`src/rtl/jstk_spi_responder_if.sv`:
```
// SPI link between the rocker master and the joystick responder.
// The master drives SS/SCLK/MOSI and the responder drives MISO. There is no valid/ready handshake:
// SCLK edges qualify data only while SS is low, and MOSI/MISO are shifted MSB first in SPI mode 0.
interface jstk_spi_responder_if;
  logic SS;
  logic SCLK;
  logic MOSI;
  logic MISO;

  modport master (
    output SS,
    output SCLK,
    output MOSI,
    input  MISO
  );

  modport slave (
    input  SS,
    input  SCLK,
    input  MOSI,
    output MISO
  );
endinterface

```
`src/rtl/jstk_spi_responder.sv`:
```
// Joystick emulator on the rocker SPI link: answers each 5-byte master frame with an
// X/Y/button snapshot taken at SS fall and captures the master's command byte.
module jstk_spi_responder #(
  parameter int SYNC_STAGES = 2
) (
  input  logic                  clk,
  input  logic                  rst,
  jstk_spi_responder_if.slave   spi,
  input  logic [9:0]            x_pos,
  input  logic [9:0]            y_pos,
  input  logic [2:0]            buttons,
  output logic [1:0]            led,
  output logic [7:0]            cmd_byte,
  output logic                  frame_done,
  output logic                  frame_err,
  output logic [1:0]            dbg_state
);

  typedef enum logic [1:0] {
    IDLE    = 2'd0,
    ACTIVE  = 2'd1,
    OVERRUN = 2'd2
  } state_t;

  localparam logic [5:0] FRAME_BITS = 6'd40;

  state_t      state;
  logic [5:0]  bit_cnt;
  logic [39:0] tx_shift;
  logic [7:0]  rx_shift;
  logic [7:0]  pending;
  logic        miso_q;

  logic [SYNC_STAGES-1:0] ss_sync;
  logic [SYNC_STAGES-1:0] sclk_sync;
  logic [SYNC_STAGES-1:0] mosi_sync;
  logic                   ss_d;
  logic                   sclk_d;

  logic ss_s;
  logic sclk_s;
  logic mosi_s;
  logic ss_fall;
  logic ss_rise;
  logic sclk_rise;
  logic sclk_fall;
  logic [39:0] snapshot;

  // Synchronizers run through reset so a master still holding SS low after a
  // mid-frame reset does not look like a fresh SS fall.
  always_ff @(posedge clk) begin
    ss_sync   <= {ss_sync[SYNC_STAGES-2:0], spi.SS};
    sclk_sync <= {sclk_sync[SYNC_STAGES-2:0], spi.SCLK};
    mosi_sync <= {mosi_sync[SYNC_STAGES-2:0], spi.MOSI};
    ss_d      <= ss_s;
    sclk_d    <= sclk_s;
  end

  assign ss_s      = ss_sync[SYNC_STAGES-1];
  assign sclk_s    = sclk_sync[SYNC_STAGES-1];
  assign mosi_s    = mosi_sync[SYNC_STAGES-1];
  assign ss_fall   = ss_d & ~ss_s;
  assign ss_rise   = ~ss_d & ss_s;
  assign sclk_rise = ~sclk_d & sclk_s;
  assign sclk_fall = sclk_d & ~sclk_s;

  assign snapshot = {x_pos[7:0], 6'b0, x_pos[9:8],
                     y_pos[7:0], 6'b0, y_pos[9:8],
                     5'b0, buttons};

  always_ff @(posedge clk) begin
    if (rst) begin
      state      <= IDLE;
      bit_cnt    <= '0;
      tx_shift   <= '0;
      rx_shift   <= '0;
      pending    <= '0;
      miso_q     <= 1'b0;
      led        <= 2'b00;
      cmd_byte   <= 8'h00;
      frame_done <= 1'b0;
      frame_err  <= 1'b0;
    end else begin
      frame_done <= 1'b0;
      frame_err  <= 1'b0;
      if (ss_rise && (state != IDLE)) begin
        state  <= IDLE;
        miso_q <= 1'b0;
        if (bit_cnt == FRAME_BITS) begin
          cmd_byte   <= pending;
          frame_done <= 1'b1;
          if (pending[7]) begin
            led <= pending[1:0];
          end
        end else begin
          frame_err <= 1'b1;
        end
      end else begin
        unique case (state)
          IDLE: begin
            miso_q <= 1'b0;
            // The load wins over any SCLK edge seen in the same cycle.
            if (ss_fall) begin
              tx_shift <= snapshot;
              miso_q   <= snapshot[39];
              bit_cnt  <= '0;
              state    <= ACTIVE;
            end
          end
          ACTIVE: begin
            if (sclk_rise) begin
              rx_shift <= {rx_shift[6:0], mosi_s};
              bit_cnt  <= bit_cnt + 6'd1;
              if (bit_cnt == 6'd7) begin
                pending <= {rx_shift[6:0], mosi_s};
              end
              if (bit_cnt == FRAME_BITS - 6'd1) begin
                state  <= OVERRUN;
                miso_q <= 1'b0;
              end
            end else if (sclk_fall) begin
              tx_shift <= {tx_shift[38:0], 1'b0};
              miso_q   <= tx_shift[38];
            end
          end
          OVERRUN: begin
            miso_q <= 1'b0;
          end
          default: begin
            state  <= IDLE;
            miso_q <= 1'b0;
          end
        endcase
      end
    end
  end

  assign spi.MISO  = miso_q;
  assign dbg_state = state;

endmodule

```
`src/flat_wrapper.sv`:
```
// flat-port wrapper written by rule: the top's interface ports become plain ports
module jstk_spi_responder_flat 
#(
  parameter int SYNC_STAGES = 2
)
  (clk, rst, x_pos, y_pos, buttons, led, cmd_byte, frame_done, frame_err, dbg_state, spi_SS, spi_SCLK, spi_MOSI, spi_MISO);
  jstk_spi_responder_if spi_i ();
  input  logic clk;
  input  logic rst;
  input  logic [9:0] x_pos;
  input  logic [9:0] y_pos;
  input  logic [2:0] buttons;
  output logic [1:0] led;
  output logic [7:0] cmd_byte;
  output logic frame_done;
  output logic frame_err;
  output logic [1:0] dbg_state;
  input wire logic [$bits(spi_i.SS)-1:0] spi_SS;
  input wire logic [$bits(spi_i.SCLK)-1:0] spi_SCLK;
  input wire logic [$bits(spi_i.MOSI)-1:0] spi_MOSI;
  output wire logic [$bits(spi_i.MISO)-1:0] spi_MISO;
  assign spi_i.SS = spi_SS;
  assign spi_i.SCLK = spi_SCLK;
  assign spi_i.MOSI = spi_MOSI;
  assign spi_MISO = spi_i.MISO;
  jstk_spi_responder #(.SYNC_STAGES(SYNC_STAGES)) u_core (.clk(clk), .rst(rst), .spi(spi_i), .x_pos(x_pos), .y_pos(y_pos), .buttons(buttons), .led(led), .cmd_byte(cmd_byte), .frame_done(frame_done), .frame_err(frame_err), .dbg_state(dbg_state));
endmodule
```
`config.mk`:
```
export PLATFORM = sky130hd
export DESIGN_NAME = jstk_spi_responder_flat
export DESIGN_NICKNAME = d
export VERILOG_FILES = /design/src/rtl/jstk_spi_responder_if.sv /design/src/rtl/jstk_spi_responder.sv /design/src/flat_wrapper.sv
export SDC_FILE = /design/constraint.sdc
export NUM_CORES = 1
export LEC_CHECK = 0
export BUFFER_PORTS_ARGS = -buffer_cell sky130_fd_sc_hd__buf_2
export CAP_MARGIN = 20
export CELL_PAD_IN_SITES_DETAIL_PLACEMENT = 0
export CELL_PAD_IN_SITES_GLOBAL_PLACEMENT = 2
export CORE_MARGIN = 1.5
export CORE_UTILIZATION = 34
export CTS_BUF_LIST = sky130_fd_sc_hd__clkbuf_8
export DETAILED_ROUTE_END_ITERATION = 6
export GPL_ROUTABILITY_DRIVEN = 0
export HOLD_SLACK_MARGIN = 0.06
export PLACE_DENSITY_LB_ADDON = 0.1
export SYNTH_ARGS = -nofsm -noshare
export SYNTH_HDL_FRONTEND = slang
export SYNTH_SLANG_ARGS = --single-unit
```
`constraint.sdc`:
```
create_clock -name clk -period 1.7 [get_ports clk]
set_clock_uncertainty 0.2 [all_clocks]
set_input_delay 0.425 -clock clk [delete_from_list [all_inputs] [get_ports clk]]
set_output_delay 0.425 -clock clk [all_outputs]
set_load 0.02 [all_outputs]
```
==> results of run 1 <==
==> cell type report <==
type / count / area, sq um
fill: 985 / 5270
timing repair buffer: 97 / 779
multi-input combinational: 243 / 1750
sequential: 83 / 1680
clock buffer: 10 / 138
tap: 133 / 166
clock inverter: 6 / 46.3
inverter: 10 / 37.5
==> Yosys cell counts (all sizes together), types with 3 or more instances <==
cell type	count	area share [%]
dfxtp	83	48
a21oi	55	7.9
nand2	32	3.4
mux2i	31	8.9
o21ai	29	4.2
a211oi	21	5.9
nand3	17	2.8
buf	14	3.3
clkbuf	14	1.7
nor2	14	2.0
inv	10	1.1
nand2b	5	0.89
nor3	5	1.2
or3	5	0.89
nand4	3	0.54
nor2b	3	0.54
==> power groups by stage <==
stage                     Sequential [mW]  Clock [mW]  Combinational, mW
after global placement               2.08           0              0.411
after global routing                 2.05        1.50              0.523
after CTS                            2.04        1.41              0.425
after floorplan                      2.08           0              0.272
after detailed placement             2.08           0              0.413
final                                2.04        1.36              0.484
==> repair_timing <==
| action | CTS | global route |
|---|---|---|
| pin swaps | 7 | 24 |
| resized for setup | 13 | 50 |
| hold endpoints to repair | 3 | 0 |
| hold buffers | 3 | 0 |
| endpoints found under the setup margin | 59 | 64 |
| setup buffers | 4 | 4 |
| cloned | 1 | 4 |
==> stage by stage <==
step / cell area, sq um / TNS, ps / util, % / cells / hold slack [ps]
floorplan: 3520 / 0 / - / 364 / 110
global placement: 4100 / -1160 / 41.5 / 550 / 112
detailed placement: 4100 / -2760 / 41.5 / 550 / 118
CTS: 4380 / -851 / 44.4 / 574 / 127
global route: 4600 / -4690 / 46.6 / 582 / 138
finish: 4600 / -1140 / 46.6 / 582 / 128
==> routing by layer <==
| metal | vias up | wire (um) | GRT usage, % |
|---|---|---|---|
| li1 | 1462 | - | - |
| met1 | 1326 | 3810 | 19.1 |
| met2 | 40 | 4000 | 25.0 |
| met3 | 9 | 239 | 3.07 |
| met4 | 0 | 98 | 5.06 |
| met5 | - | 0 | 0 |
==> critical path, delay by kind of cell (launching register included) <==
family | cells | cell delay [ps]
multiplexers | 1 | 140
adder cells (fa/ha/maj) | 1 | 120
flip-flops | 1 | 350
AND/OR/NAND/NOR | 3 | 480
buffers and inverters | 3 | 410
==> state kept, by name (all words and copies together), names as in the netlist, 2 cells and up <==
signal / flops
u_core.tx_shift: 39
u_core.ss_sync: 2
u_core.led: 2
u_core.mosi_sync: 2
u_core.rx_shift: 7
u_core.cmd_byte: 8
u_core.dbg_state: 2
u_core.bit_cnt: 6
u_core.pending: 8
u_core.sclk_sync: 2
==> worst paths after layout <==
| kind | startpoint | endpoint | cells after the start |
|---|---|---|---|
| worst max register to register | u_core.bit_cnt[1]$_SDFFE_PP0P_ | u_core.cmd_byte[3]$_SDFFE_PP0P_ | 8 |
| worst max-delay path | u_core.bit_cnt[1]$_SDFFE_PP0P_ | u_core.cmd_byte[3]$_SDFFE_PP0P_ | 8 |
| worst min register to register | u_core.sclk_sync[0]$_DFF_P_ | u_core.sclk_sync[1]$_DFF_P_ | 0 |
| worst min-delay path | u_core.sclk_sync[0]$_DFF_P_ | u_core.sclk_sync[1]$_DFF_P_ | 0 |
==> cell families (layout without fill, tap and decap cells) <==
logic type | count (synthesis) | after routing
AND/OR/NAND/NOR | 93 | 93
buffers and inverters | 38 | 123
AO/OA/AOI/OAI | 116 | 116
multiplexers | 31 | 31
adder cells (fa/ha/maj) | 2 | 2
XOR/XNOR | 1 | 1
flip-flops | 83 | 83
==> results.sh, run 1 <==
export IMPL_diodes=0
export IMPL_p_int_mw=2.83
export IMPL_ant_nets=0
export IMPL_synth_xor_area_share_pct=0.251
export IMPL_power_density_nw_per_um2=844
export IMPL_netlist_area_sq_um=3500
export IMPL_power_mw=3.88
export IMPL_yosys_area_share_adder_pct=0.716
export IMPL_drv_cap=0
export IMPL_pin_count=43
export IMPL_synth_edff_count=0
export IMPL_end_kind="register"
export IMPL_crit_fanout=5
export IMPL_p_leak_nw=1.86
export IMPL_final_common_cell="dfxtp_1"
export IMPL_syn_inst=364
export IMPL_synthSimpleGateAreaFrac_pct=15.0
export IMPL_routedWlPerCell_um=14.0
export IMPL_initial_core_util_pct=35.4
export IMPL_vias_per_cell=4.87
export IMPL_timing_final_ws_setup_ps=-111
export IMPL_port_buffers=42
export IMPL_arrival_ps=1860
export IMPL_first_iter_violations=78
export IMPL_power_net_switching_mw=1.05
export IMPL_core_sq_um=9860
export IMPL_area_delta_synth_final_pct=31.5
export IMPL_seq_power_share_pct=52.5
export IMPL_grt_max_degree=37
export IMPL_grt_ovfl_total=0
export IMPL_clock_root_buffer="clkbuf_8"
export IMPL_syn_num_nets=394
export IMPL_ys_ff_latch=83
export IMPL_critical_path_class="register to register"
export IMPL_clock_latency_ps=350
export IMPL_row_count=36
export IMPL_setup_violations=27
export IMPL_crit_path_cell_trace="inv_2 -> ha_4 -> nor4bb_4 -> nand4b_1 -> buf_4 -> buf_6 -> mux2i_1 -> nor2_1"
export IMPL_period_share_pct=107
export IMPL_rsz0062_at_grt="yes"
export IMPL_routed_via_count=2837
export IMPL_syn_avg_cell_area_sq_um=9.60
export IMPL_hold_viol=0
export IMPL_crit_path_max_incr_delay_ps=350
export IMPL_fmax_mhz=552
export IMPL_rrSetupSlack_ps=-110
export IMPL_cts_tree="yes"
export IMPL_synth_top_family_by_area="compound AO/OA/AOI/OAI gates"
export IMPL_clk_path_buf_depth=2
export IMPL_yosysWarnings=0
export IMPL_numCtsBuffers=9
export IMPL_hold_class="register to register"
export IMPL_antenna_found_initial=0
export IMPL_ir_drop_mv=0.424
export IMPL_power_share_combinational_pct=12.5
export IMPL_die_y_um=104
export IMPL_grt_pass1_vias=2682
export IMPL_maxSlewViolCount=0
export IMPL_clockPowerShare_pct=35.0
export IMPL_design_die_area_sq_um=10900
export IMPL_tightest_slew_ps=314
export IMPL_cp_start_kind="register"
export IMPL_fin_nets=474
export IMPL_cts_sinks=83
export IMPL_slew_limit_headroom_pct=79.0
export IMPL_grtUsageTotal_pct=14.9
export IMPL_required_ps=1750
export IMPL_clk_pin_slew_worst_paths_ps=90
export IMPL_die_x_um=104
export IMPL_synth_ff_type="dfxtp_1"
export IMPL_ys_types=46
export IMPL_status="finished with violations"
export IMPL_synth_area_mux_share_pct=8.88
export IMPL_grt_pass1_wl_mm=13.2
export IMPL_fin_crit_ps=1810
export IMPL_final_cell_mix="75 x dfxtp_1, 52 x a21oi_1, 42 x buf_2"
export IMPL_drcViolationCount=0
export IMPL_preCtsSetupSlack_ps=-156
export IMPL_hpwl_mm=5.25
export IMPL_violations="negative setup slack"
export IMPL_drt_total_wl_mm=8.14
export IMPL_cts_max_level=3
export IMPL_synth_compound_area_share_pct=21.6
export IMPL_drive_gt1_share_pct=37.0
export IMPL_first_pass_iters=4
export IMPL_async_flop_share_pct=0
export IMPL_slowest_stage="dfxtp_2"
export IMPL_sw_frac_of_total_pct=27.1
export IMPL_synth_seq_area_share_pct=47.5
(Power assumes the default switching activity.)
==> run 2: changes to the inputs <==
--- a/config.mk
+++ b/config.mk
@@ -9,7 +9,7 @@
 export CAP_MARGIN = 20
 export CELL_PAD_IN_SITES_DETAIL_PLACEMENT = 0
 export CELL_PAD_IN_SITES_GLOBAL_PLACEMENT = 2
-export CORE_MARGIN = 1.5
+export CORE_MARGIN = 5
 export CORE_UTILIZATION = 34
 export CTS_BUF_LIST = sky130_fd_sc_hd__clkbuf_8
 export DETAILED_ROUTE_END_ITERATION = 6
==> run 2 against run 1 <==
Sequential share of layout area fell by 1.4 points. Final area increased by 3.7%. Global-route usage shrank 0.93 points. Final cell count is 0.52% higher. First-iteration DRC count increased by 17%. Non-clock buffer count stayed put. Worst hold slack worse by 1.1 ps. Largest cell class unchanged. Critical path type unchanged. Flip-flop and latch count is the same. Die area is 14% higher. Clock power increased by 12%. Clock-buffer cell count rose by 1. The run still ends with negative setup slack left.
==> results.sh, run 2 (same netlist as run 1, synthesis figures left out) <==
export IMPL_clockPowerShare_pct=37.5
export IMPL_end_kind="register"
export IMPL_setup_violations=29
export IMPL_power_density_nw_per_um2=851
export IMPL_pin_count=43
export IMPL_sw_frac_of_total_pct=25.5
export IMPL_largest_reg_flops=39
export IMPL_power_mw=4.06
export IMPL_ant_nets=0
export IMPL_fin_nets=474
export IMPL_design_die_area_sq_um=12400
export IMPL_clk_path_buf_depth=2
export IMPL_status="finished with violations"
export IMPL_fin_crit_ps=1760
export IMPL_grt_ovfl_total=0
export IMPL_r2r_worst_path_cells=6
export IMPL_slew_limit_headroom_pct=76.6
export IMPL_timing_final_ws_setup_ps=-58.8
export IMPL_seq_power_share_pct=50.2
export IMPL_first_pass_iters=7
export IMPL_hold_class="input pin to register"
export IMPL_drive_gt1_share_pct=40.3
export IMPL_crit_fanout=13
export IMPL_arrival_ps=1800
export IMPL_crit_path_max_incr_delay_ps=410
export IMPL_p_leak_nw=1.93
export IMPL_regArea_sq_um=1670
export IMPL_clock_latency_ps=360
export IMPL_post_route_util_pct=46.8
export IMPL_grt_max_degree=40
export IMPL_grtUsageTotal_pct=14.0
export IMPL_rsz0062_at_grt="yes"
export IMPL_clock_root_buffer="clkbuf_8"
export IMPL_grt_pass1_wl_mm=14.3
export IMPL_n_fill_cell=1027
export IMPL_top_register="u_core.tx_shift"
export IMPL_hpwl_mm=5.47
export IMPL_holdWs_ps=126
export IMPL_violations="negative setup slack"
export IMPL_final_common_cell="dfxtp_1"
export IMPL_crit_path_cell_trace="or3b_4 -> buf_6 -> o31a_4 -> nor2_8 -> buf_12 -> a211oi_2"
export IMPL_area_delta_synth_final_pct=36.4
export IMPL_die_y_um=111
export IMPL_power_net_switching_mw=1.03
export IMPL_initial_core_util_pct=34.3
export IMPL_drcViolationCount=0
export IMPL_routed_via_count=2887
export IMPL_grt_pass1_vias=2868
export IMPL_routedWlPerCell_um=14.6
export IMPL_critical_path_class="register to register"
export IMPL_drt_total_wl_mm=8.55
export IMPL_numCtsBuffers=9
export IMPL_antenna_found_initial=0
export IMPL_required_ps=1740
export IMPL_cp_start_kind="register"
export IMPL_period_share_pct=103
export IMPL_path_buf_inv=2
export IMPL_drv_cap=0
export IMPL_hold_viol=0
export IMPL_clk_pin_slew_worst_paths_ps=90
export IMPL_first_iter_violations=91
export IMPL_ir_drop_mv=0.519
export IMPL_power_share_combinational_pct=12.4
export IMPL_holdPathStages=3
export IMPL_multi_input_area_sq_um=1850
export IMPL_setup_tns_ps=-982
export IMPL_cts_sinks=83
export IMPL_p_int_mw=3.02
export IMPL_final_cell_mix="76 x dfxtp_1, 44 x a21oi_1, 42 x buf_2"
export IMPL_top_regs="u_core.tx_shift: 39 flops, u_core.cmd_byte: 8 flops, u_core.pending: 8 flops"
export IMPL_die_x_um=111
export IMPL_cts_tree="yes"
export IMPL_maxSlewViolCount=0
export IMPL_tightest_slew_ps=351
export IMPL_port_buffers=42
export IMPL_row_count=37
export IMPL_diodes=0
export IMPL_critPathTopFamily="simple AND/OR/NAND/NOR gates"
export IMPL_cp_depth=6
export IMPL_cts_max_level=3
export IMPL_core_sq_um=10200
export IMPL_slowest_stage="or3b_4"
export IMPL_fmax_mhz=569
export IMPL_vias_per_cell=4.94
==> run 2: cell types whose count changed in the layout (fill, tap and decap cells not counted), moves of 4 or more <==
cell / delta
nand2_1: -4
a21oi_2: +8
buf_4: -4
a211oi_2: -6
a21oi_1: -8
a211oi_1: +6
nand3_1: -5
nand3_4: +4
==> run 2: layout make-up <==
class                      count  area share, %
clock buffer                  11           3.18
clock inverter                 5           1.26
inverter                      10          0.787
multi-input combinational    243           38.9
sequential                    83           35.1
tap                          136           3.57
timing repair buffer          97           17.2
==> run 2: routing by layer <==
metal | track usage, % | up-vias | wire [um]
li1 | - | 1472 | -
met1 | 18.1 | 1345 | 3920
met2 | 23.1 | 56 | 4140
met3 | 3.32 | 14 | 327
met4 | 4.62 | 0 | 153
met5 | 0 | - | 0
==> run 2: final timing paths <==
path,from,end,slack [ps]
max,u_core.dbg_state[0]$_SDFFE_PP0P_,u_core.tx_shift[25]$_SDFFE_PP0P_,-60
min,buttons[0],u_core.tx_shift[0]$_SDFFE_PP0P_,130
max reg2reg,u_core.dbg_state[0]$_SDFFE_PP0P_,u_core.tx_shift[25]$_SDFFE_PP0P_,-60
min reg2reg,u_core.sclk_sync[0]$_DFF_P_,u_core.sclk_sync[1]$_DFF_P_,130
==> run 2: per-stage QoR <==
stage / cells / instance area (sq um) / worst slack (ps)
after floorplan: 364 / 3520 / 5.40
after global placement: 552 / 4110 / -82.4
final: 585 / 4770 / -58.8
after detailed placement: 552 / 4110 / -139
after CTS: 582 / 4530 / -79.9
after global routing: 585 / 4770 / -109
==> run 2: worst reg2reg max path, cell delays in order (launching register included) <==
cell and delay [ps]:
dfxtp_4 370, or3b_4 410, buf_6 140, o31a_4 130, nor2_8 160, buf_12 160
a211oi_2 80
==> run 2: power by group through the flow <==
| stage | logic, mW | registers, mW | clock network, mW |
|---|---|---|---|
| final | 0.501 | 2.03 | 1.52 |
| after global placement | 0.416 | 2.08 | 0 |
| after CTS | 0.486 | 2.03 | 1.57 |
| after detailed placement | 0.419 | 2.08 | 0 |
| after floorplan | 0.272 | 2.08 | 0 |
| after global routing | 0.549 | 2.04 | 1.64 |
==> run 2: what timing repair did <==
item,CTS,global route
gates resized for setup,31,54
gates cloned,2,1
pin swaps,13,24
buffers inserted,9,2
hold endpoints to repair,3,0
hold buffers,3,0
setup endpoints to repair,48,70
